[src/rtl/retire_trace_buf.sv]
// Retire trace buffer: keeps the most recent DEPTH retire records in a ring.
// Recording stops on a no-retire hang, an EBREAK retire or a freeze request.
// The frozen contents then drain oldest-first over a valid/ready port.
//
// state    | meaning
// ---------+--------------------------------------------------------------
// RECORD   | capture every retire into the ring; the hang watchdog runs
// FROZEN   | ring contents held; retires ignored; waits for drain_start
// DRAIN    | present entry[rptr] on tr_*; pop on tr_valid & tr_ready
module retire_trace_buf #(
    parameter int DEPTH        = 16,
    parameter int PC_W         = 32,
    parameter int DATA_W       = 32,
    parameter int ROBID_W      = 5,
    parameter int HANG_TIMEOUT = 40
) (
    input  logic                       clk,
    input  logic                       reset_n,
    input  logic                       ret_valid_rb1,
    input  logic [PC_W-1:0]            ret_pc_rb1,
    input  logic [ROBID_W-1:0]         ret_robid_rb1,
    input  logic                       ret_dst_vld_rb1,
    input  logic [4:0]                 ret_dst_reg_rb1,
    input  logic [DATA_W-1:0]          ret_dst_data_rb1,
    input  logic                       ret_nuke_rb1,
    input  logic                       ret_ebreak_rb1,
    input  logic                       freeze_req,
    input  logic                       drain_start,
    input  logic                       freeze_clr,
    output logic                       tr_valid,
    input  logic                       tr_ready,
    output logic [PC_W-1:0]            tr_pc,
    output logic [ROBID_W-1:0]         tr_robid,
    output logic                       tr_dst_vld,
    output logic [4:0]                 tr_dst_reg,
    output logic [DATA_W-1:0]          tr_dst_data,
    output logic                       tr_nuke,
    output logic [1:0]                 state,
    output logic                       hang,
    output logic                       ovf,
    output logic [$clog2(DEPTH):0]     count,
    output logic [31:0]                retire_cnt
);

    localparam int PTR_W = $clog2(DEPTH);
    localparam int CNT_W = PTR_W + 1;
    localparam int WD_W  = $clog2(HANG_TIMEOUT + 1);

    localparam logic [CNT_W-1:0] FULL_CNT = CNT_W'(DEPTH);
    localparam logic [WD_W-1:0]  HANG_TC  = WD_W'(HANG_TIMEOUT);

    typedef enum logic [1:0] {
        ST_RECORD = 2'd0,
        ST_FROZEN = 2'd1,
        ST_DRAIN  = 2'd2
    } state_t;

    state_t             state_q;
    logic [PTR_W-1:0]   wptr;
    logic [PTR_W-1:0]   rptr;
    logic [WD_W-1:0]    wdog;
    logic [WD_W-1:0]    wdog_inc;
    logic               wdog_hit;
    logic               wr_en;
    logic               pop;

    logic [PC_W-1:0]    pc_mem    [DEPTH];
    logic [ROBID_W-1:0] robid_mem [DEPTH];
    logic               dvld_mem  [DEPTH];
    logic [4:0]         dreg_mem  [DEPTH];
    logic [DATA_W-1:0]  data_mem  [DEPTH];
    logic               nuke_mem  [DEPTH];

    // Watchdog terminal count: an idle RECORD cycle that brings the counter to the timeout.
    // Once saturated the compare is masked so it cannot fire twice.
    always_comb begin
        wdog_inc = wdog + 1'b1;
        wdog_hit = !ret_valid_rb1 && (wdog != HANG_TC) && (wdog_inc == HANG_TC);
    end

    assign wr_en = (state_q == ST_RECORD) && ret_valid_rb1 && !freeze_clr;
    assign pop   = tr_valid && tr_ready;

    // Record storage; contents are don't-care after reset, so no reset term.
    always_ff @(posedge clk) begin
        if (wr_en) begin
            pc_mem[wptr]    <= ret_pc_rb1;
            robid_mem[wptr] <= ret_robid_rb1;
            dvld_mem[wptr]  <= ret_dst_vld_rb1;
            dreg_mem[wptr]  <= ret_dst_reg_rb1;
            data_mem[wptr]  <= ret_dst_data_rb1;
            nuke_mem[wptr]  <= ret_nuke_rb1;
        end
    end

    // Control FSM, ring pointers, watchdog and sticky status; freeze_clr overrides everything.
    always_ff @(posedge clk or negedge reset_n) begin
        if (!reset_n) begin
            state_q    <= ST_RECORD;
            wptr       <= '0;
            rptr       <= '0;
            count      <= '0;
            wdog       <= '0;
            hang       <= 1'b0;
            ovf        <= 1'b0;
            retire_cnt <= '0;
        end else if (freeze_clr) begin
            state_q    <= ST_RECORD;
            wptr       <= '0;
            rptr       <= '0;
            count      <= '0;
            wdog       <= '0;
            hang       <= 1'b0;
            ovf        <= 1'b0;
            retire_cnt <= '0;
        end else begin
            case (state_q)
                ST_RECORD: begin
                    if (ret_valid_rb1) begin
                        wptr       <= wptr + 1'b1;
                        retire_cnt <= retire_cnt + 32'd1;
                        wdog       <= '0;
                        if (count == FULL_CNT) begin
                            // Ring full: drop the oldest entry to make room.
                            rptr <= rptr + 1'b1;
                            ovf  <= 1'b1;
                        end else begin
                            count <= count + 1'b1;
                        end
                    end else if (wdog != HANG_TC) begin
                        wdog <= wdog_inc;
                    end
                    if (wdog_hit) begin
                        hang <= 1'b1;
                    end
                    if ((ret_valid_rb1 && ret_ebreak_rb1) || freeze_req || wdog_hit) begin
                        state_q <= ST_FROZEN;
                    end
                end
                ST_FROZEN: begin
                    if (drain_start) begin
                        state_q <= ST_DRAIN;
                    end
                end
                ST_DRAIN: begin
                    if (count == '0) begin
                        state_q <= ST_FROZEN;
                    end else if (pop) begin
                        rptr  <= rptr + 1'b1;
                        count <= count - 1'b1;
                        if (count == CNT_W'(1)) begin
                            state_q <= ST_FROZEN;
                        end
                    end
                end
                default: state_q <= ST_RECORD;
            endcase
        end
    end

    // Drain port shows the oldest entry combinationally so it is stable while stalled.
    always_comb begin
        tr_valid    = (state_q == ST_DRAIN) && (count != '0);
        tr_pc       = pc_mem[rptr];
        tr_robid    = robid_mem[rptr];
        tr_dst_vld  = dvld_mem[rptr];
        tr_dst_reg  = dreg_mem[rptr];
        tr_dst_data = data_mem[rptr];
        tr_nuke     = nuke_mem[rptr];
    end

    assign state = state_q;

endmodule

[config.mk]
export PLATFORM = sky130hd
export DESIGN_NAME = retire_trace_buf
export DESIGN_NICKNAME = d
export VERILOG_FILES = /design/src/rtl/retire_trace_buf.sv
export SDC_FILE = /design/constraint.sdc
export NUM_CORES = 1
export LEC_CHECK = 0
export ABC_CLOCK_PERIOD_IN_PS = 11480
export BUFFER_PORTS_ARGS = -buffer_cell sky130_fd_sc_hd__clkbuf_2
export CAP_MARGIN = 20
export CELL_PAD_IN_SITES_DETAIL_PLACEMENT = 0
export CELL_PAD_IN_SITES_GLOBAL_PLACEMENT = 1
export CORE_ASPECT_RATIO = 1.4
export CORE_UTILIZATION = 50
export CTS_CLUSTER_DIAMETER = 40
export DETAILED_ROUTE_END_ITERATION = 12
export PLACE_DENSITY = 0.84
export SLEW_MARGIN = 30
export SYNTH_ARGS = -nofsm -noshare
export SYNTH_HDL_FRONTEND = slang
export SYNTH_SLANG_ARGS = --single-unit
[constraint.sdc]
create_clock -name clk -period 11.48 [get_ports clk]
set_input_delay 0.574 -clock clk [delete_from_list [all_inputs] [get_ports clk]]
set_output_delay 0.574 -clock clk [all_outputs]
set_load 0.005 [all_outputs]
==> run_results.csv <==
group,metric,value,unit
worst_setup_path,critPathTopFamily,"buffers and inverters",
die,pin_count,202,
layout,fillers,6867,
sta,max_freq,200,MHz
yosys,yosysTopAreaCell,"edfxtp_1",
routing,met1_length,40.6,mm
placement,place_congestion,0.764,
layout,drive_gt1_share,35.4,%
worst_setup_path,cp.required,10.91,ns
cts,h-tree-depth,4,
worst_setup_path,worstSetupStartpointType,"flop",
layout,fin_cells,3721,
outcome,run_status,"complete, no violations",
sta,final_hold_viol_count,0,
yosys,synthTopCellsByArea,"edfxtp_1 75%, mux4_2 18%, dfrtp_1 2.8%",
pwr,vdd_drop_max,120,uV
yosys,synthArstFlopShare,4.33,%
cts,clock_path_buffers,3,
yosys,yosysMostFrequentCell,"edfxtp_1",
pwr,total_power,10.6,mW
yosys,syn_inst,2026,
placement,preCtsSetupSlack,7.15,ns
cts,cts_resized,0,
cts,clk_pin_slew,0.06,ns
worst_setup_path,crit_path_frequent_cell,"mux4_2",
cts,cts_inserted_buffers,135,
pwr,switching_share,22.5,%
pwr,comb_power_share,10.7,%
worst_setup_path,crit_chain,"buf_6 > buf_12 > buf_16 > mux4_2 > mux4_2 > clkbuf_2",
flow_run,maxCapViolCount,0,
yosys,synth-edff-count,1216,
worst_setup_path,regToRegSetupSlack,7.96,ns
die,die_w,266,um
cts,cts_sinks,1271,
worst_setup_path,cp_slowest_cell,"dfrtp_4",
yosys,synth-seq-cells,1271,
global_route,globalRoute.totalOverflow,0,
pwr,clkPwrFrac,40.7,%
routing,dr_wl_met2,56.0,mm
die,die_y,371,um
global_route,first_global_vias,23700,
sta,setup_violations,0,
worst_setup_path,critPathMaxStageDelay,0.75,ns
yosys,syn_area,0.0487,mm^2
placement,port_buffers,201,
sta,fin_skew,0.0378,ns
placement,dp.cells,3464,
yosys,synth_top_area_share,75.0,%
sta,worst_pin_slew,1.02,ns
die,fp.dieArea,0.0987,mm^2
die,rows,135,
routing,via_count,22300,
pwr,p_leak,17.6,nW
pwr,internal_power,8.24,mW
layout,layout.nets,2402,
worst_setup_path,path_buf_inv,4,
hold_path,hold_class,"in2reg",
placement,hpwl,51.9,mm
sta,fin_ws,6.49,ns
worst_setup_path,worstReg2RegEnd,"pc_mem[14][14]$_DFFE_PP_",
yosys,ys_types,51,
global_route,grt_usage,22.0,%
sta,period_share,43.5,%
hold_path,min_path_cells,4,
global_route,grt_pass1_wl,155,mm
global_route,grt_max_degree,172,
worst_setup_path,crit_path_start,"rptr[0]$_DFFE_PN0P_",
hold_path,hp-start,"drain_start",
sta,tns,0,ns
cts,ctsRootBufferMaster,"clkbuf_16",
yosys,syn_nets,2123,
sta,rsz0062_at_grt,"false",
sta,report.final.slew_viol_count,0,
worst_setup_path,cp_max_fo,56,
hold_path,min_to,"state[0]$_DFFE_PN0P_",
routing,met3_length,7.01,mm
layout,syn2layout_area_growth,14.8,%
worst_setup_path,arrival,4.42,ns
yosys,yosysSeqAreaShare,77.8,%
routing,antenna_left,0,
routing,drc,0,
yosys,yosysWarnings,0,
cts,cts_tree,"yes",
cts,clock_latency,0.75,ns
pwr,power.switching,2.40,mW
sta,period_needed,4.99,ns
yosys,synth_common_cells,"1216 x edfxtp_1, 380 x mux4_2, 58 x nor2_1, 55 x dfrtp_1, 44 x clkbuf_1",
die,core,0.0966,mm^2
routing,routed_via_density,5.98,
routing,drt-initial-drc-count,2112,
worst_setup_path,crit_type,"reg2out",
pwr,seqPwrFrac,48.5,%
yosys,synth_flop_cell,"edfxtp_1",
yosys,syn_avg_cell_area,24.0,um^2
worst_setup_path,timing.rr.start,"state[1]$_DFFE_PN0P_",
routing,drt-pass1-iter-count,7,
die,initial_utilization,50.4,%
worst_setup_path,crit_path_end_kind,"output pin",
sta,slew_headroom,32.0,%
routing,highest_layer,"met5",
routing,drt_wl_total,106,mm
global_route,antenna_found_initial,13,
pwr,p_per_area,190,mW/mm^2
routing,wl_per_cell,28.5,um
worst_setup_path,r2r_cells,6,
-- layout by cell type, fill, tap and decap left out, drive strengths merged, types with 22 or more instances in the layout --
| cell | netlist | layout |
|---|---|---|
| buf | 58 | 42 |
| clkbuf | 44 | 359 |
| clkinv | 0 | 47 |
| dfrtp | 55 | 55 |
| edfxtp | 1216 | 1216 |
| inv | 14 | 38 |
| mux4 | 380 | 380 |
| nand3 | 22 | 22 |
| nor2 | 58 | 58 |
| xor2 | 30 | 30 |
-- worst register-to-register path, delay by kind of cell (launching register included) --
family | cells | cell delay, ns
flip-flops | 1 | 0.49
buffers and inverters | 2 | 1.44
AND/OR/NAND/NOR | 4 | 1.14
-- layer usage --
layer,track usage (%),vias up
met5,0,-
met4,6.74,14
met3,4.78,180
met2,37.8,913
met1,28.2,11900
li1,-,9249
-- layout make-up --
class,instances,area [um^2],share of cell area (%)
Tap cell,1301,1630,2.91
Timing Repair Buffer,244,1530,2.74
Multi-Input combinational cell,639,10300,18.4
Inverter,14,52.6,0.0940
Antenna cell,4,10.0,0.0179
Clock buffer,158,3500,6.25
Sequential cell,1271,37900,67.8
Clock inverter,90,986,1.76
-- state kept, by name, summed over array words and instances (netlist names) --
name and count:
data_mem 512, pc_mem 512, dreg_mem 80, robid_mem 80, retire_cnt 32, dvld_mem 16, nuke_mem 16, wdog 6
count 5, rptr 4, wptr 4, state 2, hang 1, ovf 1
-- how the worst max path moves through the flow --
stage / end / slack, ns / cells past startpoint
3_3_place_gp: tr_robid[0] / 6.97 / 5
2_1_floorplan: data_mem[3][0]$_DFFE_PP_ / 2.59 / 3
4_1_cts: tr_robid[0] / 6.39 / 5
5_1_grt: tr_pc[2] / 6.09 / 6
3_5_place_dp: tr_robid[0] / 7.15 / 5
6_report: tr_pc[2] / 6.49 / 6
-- cells by family after synthesis --
group	count (synthesis)	share of synthesized area (%)
mux	383	17.6
compound gates	39	0.516
fa+ha+maj	13	0.334
simple gates	165	1.75
xor+xnor	39	0.701
flops	1271	77.8
buf+inv	116	1.25
-- power by group through the flow --
stage / Combinational, mW / Sequential (mW) / Clock [mW]
6_report: 1.14 / 5.16 / 4.33
5_1_grt: 1.23 / 5.17 / 4.57
4_1_cts: 1.17 / 5.16 / 4.40
3_5_place_dp: 1.16 / 5.26 / 0
3_3_place_gp: 1.12 / 5.26 / 0
2_1_floorplan: 0.872 / 5.24 / 0
-- metrics by stage --
stage          instance area (um^2)  hold slack (ns)  util [%]
3_5_place_dp                  51300            0.482      53.1
3_3_place_gp                  51200            0.485      53.0
2_1_floorplan                 48700            0.278         -
6_report                      55900            0.130      57.9
5_1_grt                       55900            0.114      57.9
4_1_cts                       55800           0.0797      57.7
-- what timing repair did --
item / 4_1_cts / 5_1_grt
hold buffers: 1 / 0
hold endpoints to repair: 55 / 0
setup buffers: 0 / 0
No activity file was read; power rests on OpenSTA's default activity.
